[src/rtl/gf180mcu_osu_sc_pkg.sv]
// Shared definitions for the gf180mcu_osu_sc pipelined adder family.
//   ADDP_ADD / ADDP_SUB : encodings of the SUB mode input
//   addp_params_ok()    : elaboration-time legality check of WIDTH/STAGES
package gf180mcu_osu_sc_pkg;

   localparam logic ADDP_ADD = 1'b0;
   localparam logic ADDP_SUB = 1'b1;

   // The stages >= 1 term is evaluated first so the modulo never divides by zero.
   function automatic bit addp_params_ok(input int width, input int stages);
      return (width >= 2) && (stages >= 1) && ((width % stages) == 0);
   endfunction

endpackage

[src/rtl/gf180mcu_osu_sc_12t_addp_seg.sv]
// Combinational SEG-bit ripple segment of the pipelined adder.
// Each bit is a full adder built from two half adders and an OR.
//   a, b : segment operands (b already mode-adjusted by the caller)
//   ci   : carry into bit 0
//   s    : segment sum
//   co   : carry out of the segment MSB
//   cm   : carry into the segment MSB (used for signed overflow)
module gf180mcu_osu_sc_12T_addp_seg
   import gf180mcu_osu_sc_pkg::*;
#(
   parameter int SEG = 4
) (
   input  logic [SEG-1:0] a,
   input  logic [SEG-1:0] b,
   input  logic           ci,
   output logic [SEG-1:0] s,
   output logic           co,
   output logic           cm
);

   logic [SEG:0]   c;
   logic [SEG-1:0] h1_s;
   logic [SEG-1:0] h1_c;
   logic [SEG-1:0] h2_c;

   always_comb begin
      c    = '0;
      s    = '0;
      h1_s = '0;
      h1_c = '0;
      h2_c = '0;
      c[0] = ci;
      for (int i = 0; i < SEG; i++) begin
         h1_s[i]  = a[i] ^ b[i];
         h1_c[i]  = a[i] & b[i];
         s[i]     = h1_s[i] ^ c[i];
         h2_c[i]  = h1_s[i] & c[i];
         c[i+1]   = h1_c[i] | h2_c[i];
      end
   end

   assign co = c[SEG];
   assign cm = c[SEG-1];

endmodule

[src/rtl/gf180mcu_osu_sc_12t_addp.sv]
// Pipelined WIDTH-bit adder/subtractor with valid/ready flow control.
// The carry chain is cut into STAGES segments of SEG bits; each segment
// has one register stage. Unprocessed high operand bits are skewed forward
// alongside the partial sum and the inter-segment carry.
//   CLK, RN        : clock, asynchronous active-low reset
//   A, B, CI, SUB  : operands, carry-in, mode (0 add, 1 A + ~B + CI)
//   VLD_I / RDY_O  : input handshake, RDY_O = RDY_I | ~VLD_O
//   S, CO, OV      : result, carry-out, signed overflow (held while VLD_O=0)
//   VLD_O / RDY_I  : output handshake
module gf180mcu_osu_sc_12t_addp
   import gf180mcu_osu_sc_pkg::*;
#(
   parameter int WIDTH  = 8,
   parameter int STAGES = 2
) (
   input  logic             CLK,
   input  logic             RN,
   input  logic [WIDTH-1:0] A,
   input  logic [WIDTH-1:0] B,
   input  logic             CI,
   input  logic             SUB,
   input  logic             VLD_I,
   output logic             RDY_O,
   output logic [WIDTH-1:0] S,
   output logic             CO,
   output logic             OV,
   output logic             VLD_O,
   input  logic             RDY_I
);

   localparam int SEG = WIDTH / STAGES;

   if (!addp_params_ok(WIDTH, STAGES)) begin : g_bad_params
      $fatal(1, "addp: illegal WIDTH=%0d STAGES=%0d", WIDTH, STAGES);
   end

   logic             accept;
   logic [WIDTH-1:0] b_eff;

   assign RDY_O  = RDY_I | ~VLD_O;
   assign accept = VLD_I & RDY_O;
   assign b_eff  = (SUB == ADDP_SUB) ? ~B : B;

   for (genvar k = 0; k < STAGES; k++) begin : g_stage
      localparam int  REM  = WIDTH - k*SEG;
      localparam bit  LAST = (k == STAGES-1);
      // Intermediate stage register layout: {a_hi, b_hi, s_lo, carry}.
      // Final stage register layout:        {ov, co, s}.
      localparam int  DW   = LAST ? WIDTH + 2
                                  : 2*(REM-SEG) + (k+1)*SEG + 1;

      logic [REM-1:0]        a_rem;
      logic [REM-1:0]        b_rem;
      logic                  c_in;
      logic                  v_in;
      logic [(k+1)*SEG-1:0]  s_new;
      logic [SEG-1:0]        seg_s;
      logic                  seg_co;
      logic                  seg_cm;
      logic [DW-1:0]         d_in;
      logic [DW-1:0]         d_q;
      logic                  v_q;

      if (k == 0) begin : g_first
         assign a_rem = A;
         assign b_rem = b_eff;
         assign c_in  = CI;
         assign v_in  = accept;
         assign s_new = seg_s;
      end else begin : g_next
         localparam int LO = k*SEG;
         logic [LO-1:0] s_lo_in;
         assign a_rem   = g_stage[k-1].d_q[2*REM+LO : REM+LO+1];
         assign b_rem   = g_stage[k-1].d_q[REM+LO : LO+1];
         assign s_lo_in = g_stage[k-1].d_q[LO:1];
         assign c_in    = g_stage[k-1].d_q[0];
         assign v_in    = g_stage[k-1].v_q;
         assign s_new   = {seg_s, s_lo_in};
      end

      gf180mcu_osu_sc_12T_addp_seg #(
         .SEG (SEG)
      ) u_seg (
         .a  (a_rem[SEG-1:0]),
         .b  (b_rem[SEG-1:0]),
         .ci (c_in),
         .s  (seg_s),
         .co (seg_co),
         .cm (seg_cm)
      );

      if (LAST) begin : g_last
         assign d_in  = {seg_cm ^ seg_co, seg_co, s_new};
         assign {OV, CO, S} = d_q;
         assign VLD_O = v_q;
      end else begin : g_mid
         logic cm_unused;
         assign cm_unused = seg_cm;
         assign d_in = {a_rem[REM-1:SEG], b_rem[REM-1:SEG], s_new, seg_co};
      end

      // Global stall: nothing moves while RDY_O is low. Data registers only
      // load under a valid token so bubbles leave the last result in place.
      always_ff @(posedge CLK or negedge RN) begin
         if (!RN) begin
            v_q <= 1'b0;
            d_q <= '0;
         end else if (RDY_O) begin
            v_q <= v_in;
            if (v_in) begin
               d_q <= d_in;
            end
         end
      end
   end

endmodule

[config.mk]
export PLATFORM = sky130hd
export DESIGN_NAME = gf180mcu_osu_sc_12t_addp
export DESIGN_NICKNAME = d
export VERILOG_FILES = /design/src/rtl/gf180mcu_osu_sc_pkg.sv /design/src/rtl/gf180mcu_osu_sc_12t_addp_seg.sv /design/src/rtl/gf180mcu_osu_sc_12t_addp.sv
export SDC_FILE = /design/constraint.sdc
export NUM_CORES = 1
export LEC_CHECK = 0
export BUFFER_PORTS_ARGS = -buffer_cell sky130_fd_sc_hd__buf_2
export CAP_MARGIN = 0
export CORE_MARGIN = 2
export CORE_UTILIZATION = 51
export DETAILED_ROUTE_END_ITERATION = 8
export GPL_ROUTABILITY_DRIVEN = 0
export PLACE_DENSITY = 0.8
export REMOVE_ABC_BUFFERS = 1
export SKIP_LAST_GASP = 1
export SYNTH_ARGS = -nofsm -noshare
export SYNTH_HDL_FRONTEND = slang
export SYNTH_SLANG_ARGS = --single-unit
[constraint.sdc]
create_clock -name CLK -period 2.5 [get_ports CLK]
set_input_delay 0.5 -clock CLK [delete_from_list [all_inputs] [get_ports CLK]]
set_output_delay 0.5 -clock CLK [all_outputs]
set_load 0.02 [all_outputs]
---- Word level (Yosys, flattened, before mapping) ----
Index checks and enable logic that the tools add are counted.
word-level totals
  register bits ........................... 25
  input port bits ......................... 22
  output and inout port bits .............. 12
  word-level logic and storage cells ...... 52
cells by class
  multiplexer cells ....................... 1
  bitwise operators ....................... 45
  reductions and logical operators ........ 2
operators by type and width
  operator          count
  $and 1x1->1       17
  $xor 1x1->1       17
  $or 1x1->1        9
  $mux 8            1
  $not 8->8         1
  $reduce_and 2->1  2
  $not 1->1         1

---- Longest topological paths before layout ----
Gate-level depths: netlist of run 1.
  depth in word-level cells ............... 11
  mapped depth ............................ 9

---- By module ----
A second synthesis of run 1 with hierarchy kept.
second synthesis, totals
  cell total of the unflattened synthesis .. 93
  area, all modules ....................... 1301.2 µm²
modules (own cells, without submodules)
  module                        instances  cells an instance  area each (µm²)  sequential area each (µm²)
  gf180mcu_osu_sc_12t_addp      1          65                 1066.0           625.6
  gf180mcu_osu_sc_12T_addp_seg  2          14                 117.6            0.0

---- Worst setup path before layout of run 1 ----
Ideal clock, no wire load.
  path kind ............................... input port to flip-flop
  start ................................... input SUB
  end ..................................... register g_stage[0].d_q[4]
  arrival ................................. 2.542 ns
  path slack .............................. -0.167 ns
  cell stages on the path ................. 9
  cell sequence ........................... buf_2 -> xor2_1 -> fa_1 -> inv_1 -> fa_1 -> fa_1 -> inv_1 -> fa_1 -> mux2_4
between the ends
  longest elaborated chain between the ends .. 9
ends and longest elaborated chain
  item                           line                                source
  from (decl)                    gf180mcu_osu_sc_12t_addp.sv:21      input logic SUB,
  $mux 8 (*)                     gf180mcu_osu_sc_12t_addp.sv:42      assign b_eff = (SUB == ADDP_SUB) ? ~B : B;
  $xor 1x1->1                    gf180mcu_osu_sc_12t_addp_seg.sv:34  h1_s[i] = a[i] ^ b[i];
  $and 1x1->1                    gf180mcu_osu_sc_12t_addp_seg.sv:37  h2_c[i] = h1_s[i] & c[i];
  $or 1x1->1                     gf180mcu_osu_sc_12t_addp_seg.sv:38  c[i+1] = h1_c[i] | h2_c[i];
  $and 1x1->1                    gf180mcu_osu_sc_12t_addp_seg.sv:37
  $or 1x1->1                     gf180mcu_osu_sc_12t_addp_seg.sv:38
  $and 1x1->1                    gf180mcu_osu_sc_12t_addp_seg.sv:37
  $or 1x1->1                     gf180mcu_osu_sc_12t_addp_seg.sv:38
  $xor 1x1->1 (*)                gf180mcu_osu_sc_12t_addp_seg.sv:36  s[i] = h1_s[i] ^ c[i];
  named net g_stage[0].s_new[3]  gf180mcu_osu_sc_12t_addp.sv:56      logic [(k+1)*SEG-1:0] s_new;
  to (signal assigned)           gf180mcu_osu_sc_12t_addp.sv:111     d_q <= d_in;
  to (decl)                      gf180mcu_osu_sc_12t_addp.sv:61      logic [DW-1:0] d_q;
The timed path passes the listed nets; every way through them passes the cells marked *.
A chain may end at the register's enable or synchronous reset.

---- Worst setup path after layout of run 1 ----
Same ends and word-level chain as after synthesis.

==> flow_summary.toml, run 1 <==
[run_status]
outcome = "complete, no violations"

[routing]
met2WireLength_um = 944
drt-total-wl_um = 1850
vias_per_cell = 4.72
antenna_left = 0
routed.top_layer = "met4"
wl_met1_um = 780
vias = 722
route.detailed.wl_per_inst_um = 12.1
number_of_drc_violations_after_detailed_routing = 0
dr.pass1.iters = 3
wl_met3_um = 95
drtIter0Drc = 3

[floorplanning]
die_width_um = 53.6
ios = 34
floorplan.core_area_um2 = 2280
initial_utilization_pct = 55.1
floorplan.die.height_um = 53.6
cell_rows = 17
floorplan.die_area_um2 = 2870

[sta]
final_worst_clock_skew_ns = 0.00262
worstMarginPinSlew_ns = 0.538
hold_ws_ns = 0.147
upper_clock_frequency_limit_mhz = 431
period_minus_slack_ns = 2.32
finalCritPeriodShare_pct = 92.7
final_hold_viol_count = 0
report.final.setup_viol = 0
slew_viol_final = 0
slew_headroom_pct = 64.2
setup-tns-final_ns = 0
grt_setup_unrepaired = "no"

[synth]
synth.avg_cell_area_um2 = 14.1
synth_largest_type_area_fraction_pct = 49.9
main_combinational_cell_family_by_area_after_synthesis = "multiplexers"
post_synth_most_frequent_cells = "sky130_fd_sc_hd__dfrtp_1, sky130_fd_sc_hd__inv_1, sky130_fd_sc_hd__mux2_2"
post_synth_edffs = 0
yosysWarnings = 0
post-synth-top-area-cell = "sky130_fd_sc_hd__dfrtp_1"
synth_area_in_compound_gates_pct = 0.399
synthFlopType = "sky130_fd_sc_hd__dfrtp_1"
synth-xor-area-share_pct = 6.29
synth_cells = 89
synthTopCellsByArea = "sky130_fd_sc_hd__dfrtp_1, sky130_fd_sc_hd__fa_1, sky130_fd_sc_hd__mux2_2"
post_synth_instance_area_um2 = 1250
synth_adder_area_share_pct = 12.8
synthArstFlopShare_pct = 100
synthMuxAreaShare_pct = 21.5
synth.distinct_cells = 15
post_synth_and_or_nand_nor_area_fraction_pct = 2.79
synth.most_common_cell = "sky130_fd_sc_hd__dfrtp_1"
synth_seq_cells = 25
sequential_cell_area_fraction_in_the_yosys_report_pct = 49.9

[power_and_ir_drop]
total_power_mw = 1.32
worst_ir_drop_vdd_mv = 0.604
powerDensity_nw_per_um2 = 897
total_leakage_power_nw = 0.780

[worst_setup_path]
endpoint_of_the_most_critical_register_to_register_path = "g_stage[1].d_q[9]$_DFFE_PN0P_"
crit_arrival_ns = 2.53
r2r_setup_slack_ns = 0.26
required_ns = 2.71
crit_top_cell = "sky130_fd_sc_hd__fa_1"
setup.worst_path.start = "SUB"
crit_path_max_incr_delay_ns = 0.40
timing.critical_path.cells = "buf_2, xor2_1, fa_1, inv_1, fa_1, fa_1, inv_1, fa_1, mux2_4"
worstSetupEndpointType = "flop"
worstSetupStartpointType = "input port"
crit_fanout = 2
cell_with_the_biggest_individual_delay_on_the_critical_path = "sky130_fd_sc_hd__fa_1"
ff2ff_path_depth = 9
criticalPathCategory = "in -> reg"
crit-reg2reg-launch = "g_stage[0].d_q[9]$_DFFE_PN0P_"

[global_route]
grt_antenna_before_repair = 0
final_global_route_overflow_total = 0
global_route_wire_length_before_repair_um = 3230
grt_usage_pct = 16.3
largest_net_degree_at_the_start_of_global_routing = 26
grt_pass1_vias = 718

[cts]
cts-root-buf = "sky130_fd_sc_hd__clkbuf_4"
clkTransAtPathRegs_ns = 0.13
post_cts.repair.setup_buffers = 0
insertion_delay_ns = 0.31
post_cts_hold_buffer_count = 0
cts_tree = "yes"
cts_inserted_buffers = 3
h-tree-depth = 1
cts_resized = 0
cts_num_sinks = 25
clockBufferDepth = 2

[final_layout]
drive_gt1_share_pct = 45.6
finish.utilization_pct = 64.7
stdcell_area_um2 = 1470
finalNetCount = 156
synthToLayoutAreaGrowth_pct = 17.5
antennaDiodeCount = 0

[place]
place.detailed.hpwl_um = 1450
port_buf_inserts = 33
placement.cell_area_um2 = 1450

[flow_run]
timing.max_cap.violations = 0

[worst_hold_path]
worst_hold_path_class = "in -> async"
-- critical path: cells and delay by family --
| family | cells | cell delay, ns |
|---|---|---|
| adder cells (fa/ha/maj) | 4 | 1.33 |
| multiplexers | 1 | 0.28 |
| buffers and inverters | 3 | 0.24 |
| XOR/XNOR | 1 | 0.17 |
-- power breakdown --
group	switching [mW]	internal, mW	leakage [nW]	total [mW]
logic	0.283	0.248	0.471	0.532
registers	0.0693	0.545	0.291	0.614
clock network	0.115	0.0599	0.0177	0.175
total	0.468	0.853	0.780	1.32
-- state kept, by name (all words and copies together), names as in the netlist --
name and flops:
g_stage.d_q 23, VLD_O 1, g_stage.v_q 1
-- cells by family after synthesis --
kind of cell,after synthesis
AO/OA/AOI/OAI,1
XOR/XNOR,9
adder cells (fa/ha/maj),8
buffers and inverters,19
flip-flops,25
multiplexers,23
AND/OR/NAND/NOR,4
-- final cells by class --
cell class              instances  area, um2
fillers                       169        803
flip-flops and latches         25        626
multi-input cells              45        548
repair buffers                 34        173
inverters                      17       63.8
well taps                      28       35.0
clock buffers                   3       22.5
clock inverters                 1       5.00
-- through the flow --
step                      setup WS, ns  cells
final                            0.182    153
after floorplan                 0.0577     87
after global routing             0.103    153
after CTS                        0.192    153
after global placement          -0.103    149
after detailed placement        -0.159    149
-- how the worst max path moves through the flow --
stage / slack (ns) / end / cells after the start
final: 0.18 / g_stage[0].d_q[4]$_DFFE_PN0P_ / 9
after floorplan: 0.06 / g_stage[0].d_q[4]$_DFFE_PN0P_ / 8
after detailed placement: -0.16 / g_stage[0].d_q[4]$_DFFE_PN0P_ / 9
after CTS: 0.19 / g_stage[0].d_q[4]$_DFFE_PN0P_ / 9
after global routing: 0.10 / g_stage[0].d_q[4]$_DFFE_PN0P_ / 9
after global placement: -0.10 / g_stage[0].d_q[4]$_DFFE_PN0P_ / 9
-- per-layer routing --
metal | global-route usage (%) | up-vias
li1 | - | 346
met5 | 0 | -
met3 | 2.50 | 3
met2 | 24.7 | 19
met4 | 7.69 | 0
met1 | 23.3 | 354
-- layout by cell type, fill, tap and decap left out, drive strengths merged, types with 3 or more instances in the layout --
master   n
nand2    3
dfrtp   25
xor2     4
buf     34
mux2    16
fa       8
clkbuf   3
xnor2    5
inv     17
mux2i    7
Note: power is estimated with default switching activity, not from simulation.
==> run 2, diff against run 1 <==
- REMOVE_ABC_BUFFERS: 1 -> unset
==> flow_summary.toml, run 2 (synthesized netlist as in run 1, its figures left out) <==
[sta]
hold_ws_ns = 0.138
grt_setup_unrepaired = "no"
setup_slack_ns = 0.261
upper_clock_frequency_limit_mhz = 447
finalCritPeriodShare_pct = 89.6
report.final.setup_viol = 0
final_worst_clock_skew_ns = 0.00727
worstMarginPinSlew_ns = 0.521
slew_headroom_pct = 65.3
slew_viol_final = 0
period_minus_slack_ns = 2.24
final_hold_viol_count = 0

[cts]
insertion_delay_ns = 0.31
clockBufferDepth = 2
clkTransAtPathRegs_ns = 0.13
cts-root-buf = "sky130_fd_sc_hd__clkbuf_4"
post_cts.repair.setup_buffers = 0
cts_resized = 0
post_cts_hold_buffer_count = 0
cts_inserted_buffers = 3
cts_num_sinks = 25
cts_tree = "yes"
h-tree-depth = 1

[floorplanning]
cell_rows = 17
ios = 34
die_width_um = 53.6
floorplan.core_area_um2 = 2280
initial_utilization_pct = 55.1
floorplan.die.height_um = 53.6
floorplan.die_area_um2 = 2870

[worst_setup_path]
criticalPathCategory = "in -> reg"
crit_arrival_ns = 2.46
crit_path_max_incr_delay_ns = 0.40
crit_fanout = 1
timing.critical_path.cells = "buf_2, xor2_2, fa_2, inv_1, fa_2, fa_2, inv_1, fa_1, mux2_4"
crit_family = "adder cells"
worstSetupEndpointType = "flop"
required_ns = 2.72
crit_top_cell = "sky130_fd_sc_hd__fa_2"
worstSetupStartpointType = "input port"
critical_path.n_buffers_inverters = 3
cell_with_the_biggest_individual_delay_on_the_critical_path = "sky130_fd_sc_hd__fa_1"

[global_route]
global_route_wire_length_before_repair_um = 3220
grt_usage_pct = 16.4
grt_antenna_before_repair = 0
largest_net_degree_at_the_start_of_global_routing = 26
grt_pass1_vias = 740
final_global_route_overflow_total = 0

[power_and_ir_drop]
total_leakage_power_nw = 0.779
worst_ir_drop_vdd_mv = 0.488
powerDensity_nw_per_um2 = 895
total_power_mw = 1.33

[final_layout]
antennaDiodeCount = 0
finish.utilization_pct = 65.4
filler_cell_count = 171
multi_input_gate_area_in_the_final_layout_um2 = 563
final_cell_mix = "sky130_fd_sc_hd__buf_2, sky130_fd_sc_hd__dfrtp_1, sky130_fd_sc_hd__inv_1"
finalNetCount = 156
largest_register_ffs = 23
largest_register = "g_stage.d_q"
drive_gt1_share_pct = 48.8
final-seq-area_um2 = 626
synthToLayoutAreaGrowth_pct = 18.7
final_common_cell = "sky130_fd_sc_hd__buf_2"

[routing]
vias_per_cell = 4.70
antenna_left = 0
dr.pass1.iters = 3
vias = 719
drtIter0Drc = 2
route.detailed.wl_per_inst_um = 12.3
drt-total-wl_um = 1880
number_of_drc_violations_after_detailed_routing = 0

[worst_hold_path]
worst_hold_path_class = "in -> async"

[flow_run]
timing.max_cap.violations = 0

[place]
place.detailed.hpwl_um = 1560
preCtsSetupSlack_ns = -0.111
port_buf_inserts = 33

[run_status]
outcome = "complete, no violations"

[synth]
syn-num-nets = 119
-- run 2: power breakdown --
part	internal (mW)	total, mW	switching, mW
registers	0.545	0.618	0.0731
logic	0.252	0.539	0.288
clock network	0.0598	0.174	0.114
total	0.856	1.33	0.475
-- run 2: routing by layer --
| layer | wire length (um) | global-route usage (%) | part of all wire, % |
|---|---|---|---|
| met5 | 0 | 0 | 0 |
| met4 | 19 | 8.97 | 1.0 |
| met3 | 88 | 3.33 | 4.7 |
| met2 | 979 | 27.2 | 52 |
| met1 | 793 | 20.1 | 42 |
-- run 2: path summary, 6_finish.rpt --
kind / cells past startpoint / slack (ns) / endpoint / startpoint
max: 9 / 0.26 / g_stage[0].d_q[4]$_DFFE_PN0P_ / B[0]
min: 1 / 0.14 / VLD_O$_DFFE_PN0N_ / RN
max reg2reg: 9 / 0.28 / g_stage[1].d_q[9]$_DFFE_PN0P_ / g_stage[0].d_q[5]$_DFFE_PN0P_
min reg2reg: 2 / 0.51 / VLD_O$_DFFE_PN0N_ / g_stage[0].v_q$_DFFE_PN0N_
max in group asynchronous: 1 / 2.01 / g_stage[0].d_q[12]$_DFFE_PN0P_ / RN
min in group CLK: 2 / 0.41 / g_stage[0].d_q[9]$_DFFE_PN0P_ / A[4]
-- run 2: area by class of cell --
| cell class | instances | share of cell area (%) |
|---|---|---|
| inverters | 17 | 4.29 |
| repair buffers | 34 | 11.6 |
| clock buffers | 3 | 1.51 |
| well taps | 28 | 2.35 |
| clock inverters | 1 | 0.336 |
| multi-input cells | 45 | 37.8 |
| flip-flops and latches | 25 | 42.1 |
-- run 2: through the flow --
stage,setup TNS [ns],cells,instance area (um2)
2_1_floorplan,0,89,1280
3_3_place_gp,-0.0415,149,1460
3_5_place_dp,-0.111,149,1460
4_1_cts,0,153,1490
5_1_grt,0,153,1490
6_report,0,153,1490
==> run 3, diff against run 2 <==
- PLACE_DENSITY: 0.8 -> 0.79
- SYNTH_HIERARCHICAL: unset -> 1
==> flow_summary.toml, run 3 <==
[place]
port_buf_inserts = 33
place.detailed.hpwl_um = 1660
preCtsSetupSlack_ns = -0.146
dp.cells = 155

[floorplanning]
ios = 34
floorplan.die.height_um = 54.5
die_width_um = 54.5
cell_rows = 18
initial_utilization_pct = 53.0
floorplan.die_area_um2 = 2970
floorplan.core_area_um2 = 2450

[global_route]
global_route_wire_length_before_repair_um = 3330
grt_pass1_vias = 770
final_global_route_overflow_total = 0
grt_usage_pct = 16.9
grt_antenna_before_repair = 0
largest_net_degree_at_the_start_of_global_routing = 26

[worst_setup_path]
criticalPathCategory = "reg -> reg"
cell_with_the_biggest_individual_delay_on_the_critical_path = "sky130_fd_sc_hd__fa_1"
worstSetupEndpointType = "flop"
crit_arrival_ns = 2.58
required_ns = 2.70
crit_family = "adder cells"
crit_top_cell = "sky130_fd_sc_hd__fa_1"
crit_fanout = 2
worstSetupStartpointType = "flop"
critical_path.n_buffers_inverters = 4
timing.critical_path.cells = "inv_1, fa_1, inv_1, fa_1, inv_1, fa_1, inv_2, fa_1, mux2_2"
crit_path_max_incr_delay_ns = 0.40

[sta]
slew_headroom_pct = 64.2
setup-tns-final_ns = 0
final_worst_clock_skew_ns = 0.00987
grt_setup_unrepaired = "no"
setup_slack_ns = 0.129
finalCritPeriodShare_pct = 94.9
slew_viol_final = 0
upper_clock_frequency_limit_mhz = 422
worstMarginPinSlew_ns = 0.537
final_hold_viol_count = 0
report.final.setup_viol = 0
hold_ws_ns = 0.142
period_minus_slack_ns = 2.37

[worst_hold_path]
worst_hold_path_class = "in -> async"

[synth]
synth.most_common_cell = "sky130_fd_sc_hd__dfrtp_1"
syn-num-nets = 123
synth.distinct_cells = 13
synthFlopType = "sky130_fd_sc_hd__dfrtp_1"
synth.avg_cell_area_um2 = 14.0
sequential_cell_area_fraction_in_the_yosys_report_pct = 48.1
post_synth_most_frequent_cells = "sky130_fd_sc_hd__dfrtp_1, sky130_fd_sc_hd__inv_1, sky130_fd_sc_hd__mux2_2"
post_synth_instance_area_um2 = 1300
synth_largest_type_area_fraction_pct = 48.1
synth_cells = 93
synth_seq_cells = 25
post-synth-top-area-cell = "sky130_fd_sc_hd__dfrtp_1"
post_synth_edffs = 0
synthTopCellsByArea = "sky130_fd_sc_hd__dfrtp_1, sky130_fd_sc_hd__fa_1, sky130_fd_sc_hd__mux2_2"
yosysWarnings = 6
synthArstFlopShare_pct = 100

[power_and_ir_drop]
worst_ir_drop_vdd_mv = 0.476
total_power_mw = 1.36
powerDensity_nw_per_um2 = 885
total_leakage_power_nw = 0.813

[cts]
cts_tree = "yes"
cts_inserted_buffers = 3
h-tree-depth = 1
cts-root-buf = "sky130_fd_sc_hd__clkbuf_4"
clockBufferDepth = 2
clkTransAtPathRegs_ns = 0.13
insertion_delay_ns = 0.31
cts_num_sinks = 25

[final_layout]
final_cell_mix = "sky130_fd_sc_hd__buf_2, sky130_fd_sc_hd__dfrtp_1, sky130_fd_sc_hd__inv_1"
synthToLayoutAreaGrowth_pct = 17.8
antennaDiodeCount = 0
final_common_cell = "sky130_fd_sc_hd__buf_2"
filler_cell_count = 198
largest_register_ffs = 23
largest_register = "g_stage.d_q"
fin_cells = 160
drive_gt1_share_pct = 54.6
finalNetCount = 161
final-seq-area_um2 = 626
multi_input_gate_area_in_the_final_layout_um2 = 583

[run_status]
outcome = "complete, no violations"

[routing]
vias_per_cell = 4.68
drtIter0Drc = 8
antenna_left = 0
drt-total-wl_um = 2030
number_of_drc_violations_after_detailed_routing = 0
route.detailed.wl_per_inst_um = 12.7
dr.pass1.iters = 2
vias = 748

[flow_run]
timing.max_cap.violations = 0
## run 3: layout make-up
cell class              count  share of cell area, %
flip-flops and latches     25                   40.8
multi-input cells          45                   38.0
repair buffers             35                   11.8
inverters                  21                   5.14
well taps                  30                   2.45
clock buffers               3                   1.47
clock inverters             1                  0.327
## run 3: cell families (layout without fill, tap and decap cells)
| family | count (synthesis) | in the layout | share of synthesized area, % |
|---|---|---|---|
| multiplexers | 23 | 23 | 22.5 |
| AO/OA/AOI/OAI | 1 | 1 | 0.384 |
| adder cells (fa/ha/maj) | 8 | 8 | 12.3 |
| buffers and inverters | 23 | 60 | 7.98 |
| AND/OR/NAND/NOR | 4 | 4 | 2.69 |
| XOR/XNOR | 9 | 9 | 6.06 |
| flip-flops | 25 | 25 | 48.1 |
## run 3: repair_timing
action	4_1_cts	5_1_grt
setup endpoints to repair	0	1
resized for setup	0	1
endpoints found under the hold margin	0	0
hold buffers	0	0
buffers inserted	0	1
## run 3: final timing paths
check,end,start,cells after the start,slack (ns)
hold / removal,VLD_O$_DFFE_PN0P_,RN,1,0.14
setup reg to reg,g_stage[1].d_q[7]$_DFFE_PN0P_,g_stage[0].d_q[9]$_DFFE_PN0P_,9,0.13
max in group asynchronous,g_stage[1].d_q[9]$_DFFE_PN0P_,RN,1,1.99
hold reg to reg,VLD_O$_DFFE_PN0P_,g_stage[0].v_q$_DFFE_PN0P_,2,0.51
min in group CLK,g_stage[0].d_q[11]$_DFFE_PN0P_,A[6],2,0.41
setup / recovery,g_stage[1].d_q[7]$_DFFE_PN0P_,g_stage[0].d_q[9]$_DFFE_PN0P_,9,0.13
## run 3: through the flow
step                instance area (um2)  utilization, %
CTS                                1530            62.1
finish                             1530            62.4
floorplan                          1330               -
global route                       1530            62.4
global placement                   1500            61.0
detailed placement                 1500            61.0
## run 3: per-layer routing
metal	GRT usage, %	share of wire [%]	routed length (um)
met2	29.5	54	1090
met5	0	0	0
met4	10.4	1.7	34
met3	2.73	4.3	88
met1	19.2	40	817
## run 3: report_power, final
group,switching (mW),internal (mW)
combinational,0.289,0.277
clock,0.114,0.0598
sequential,0.0719,0.545
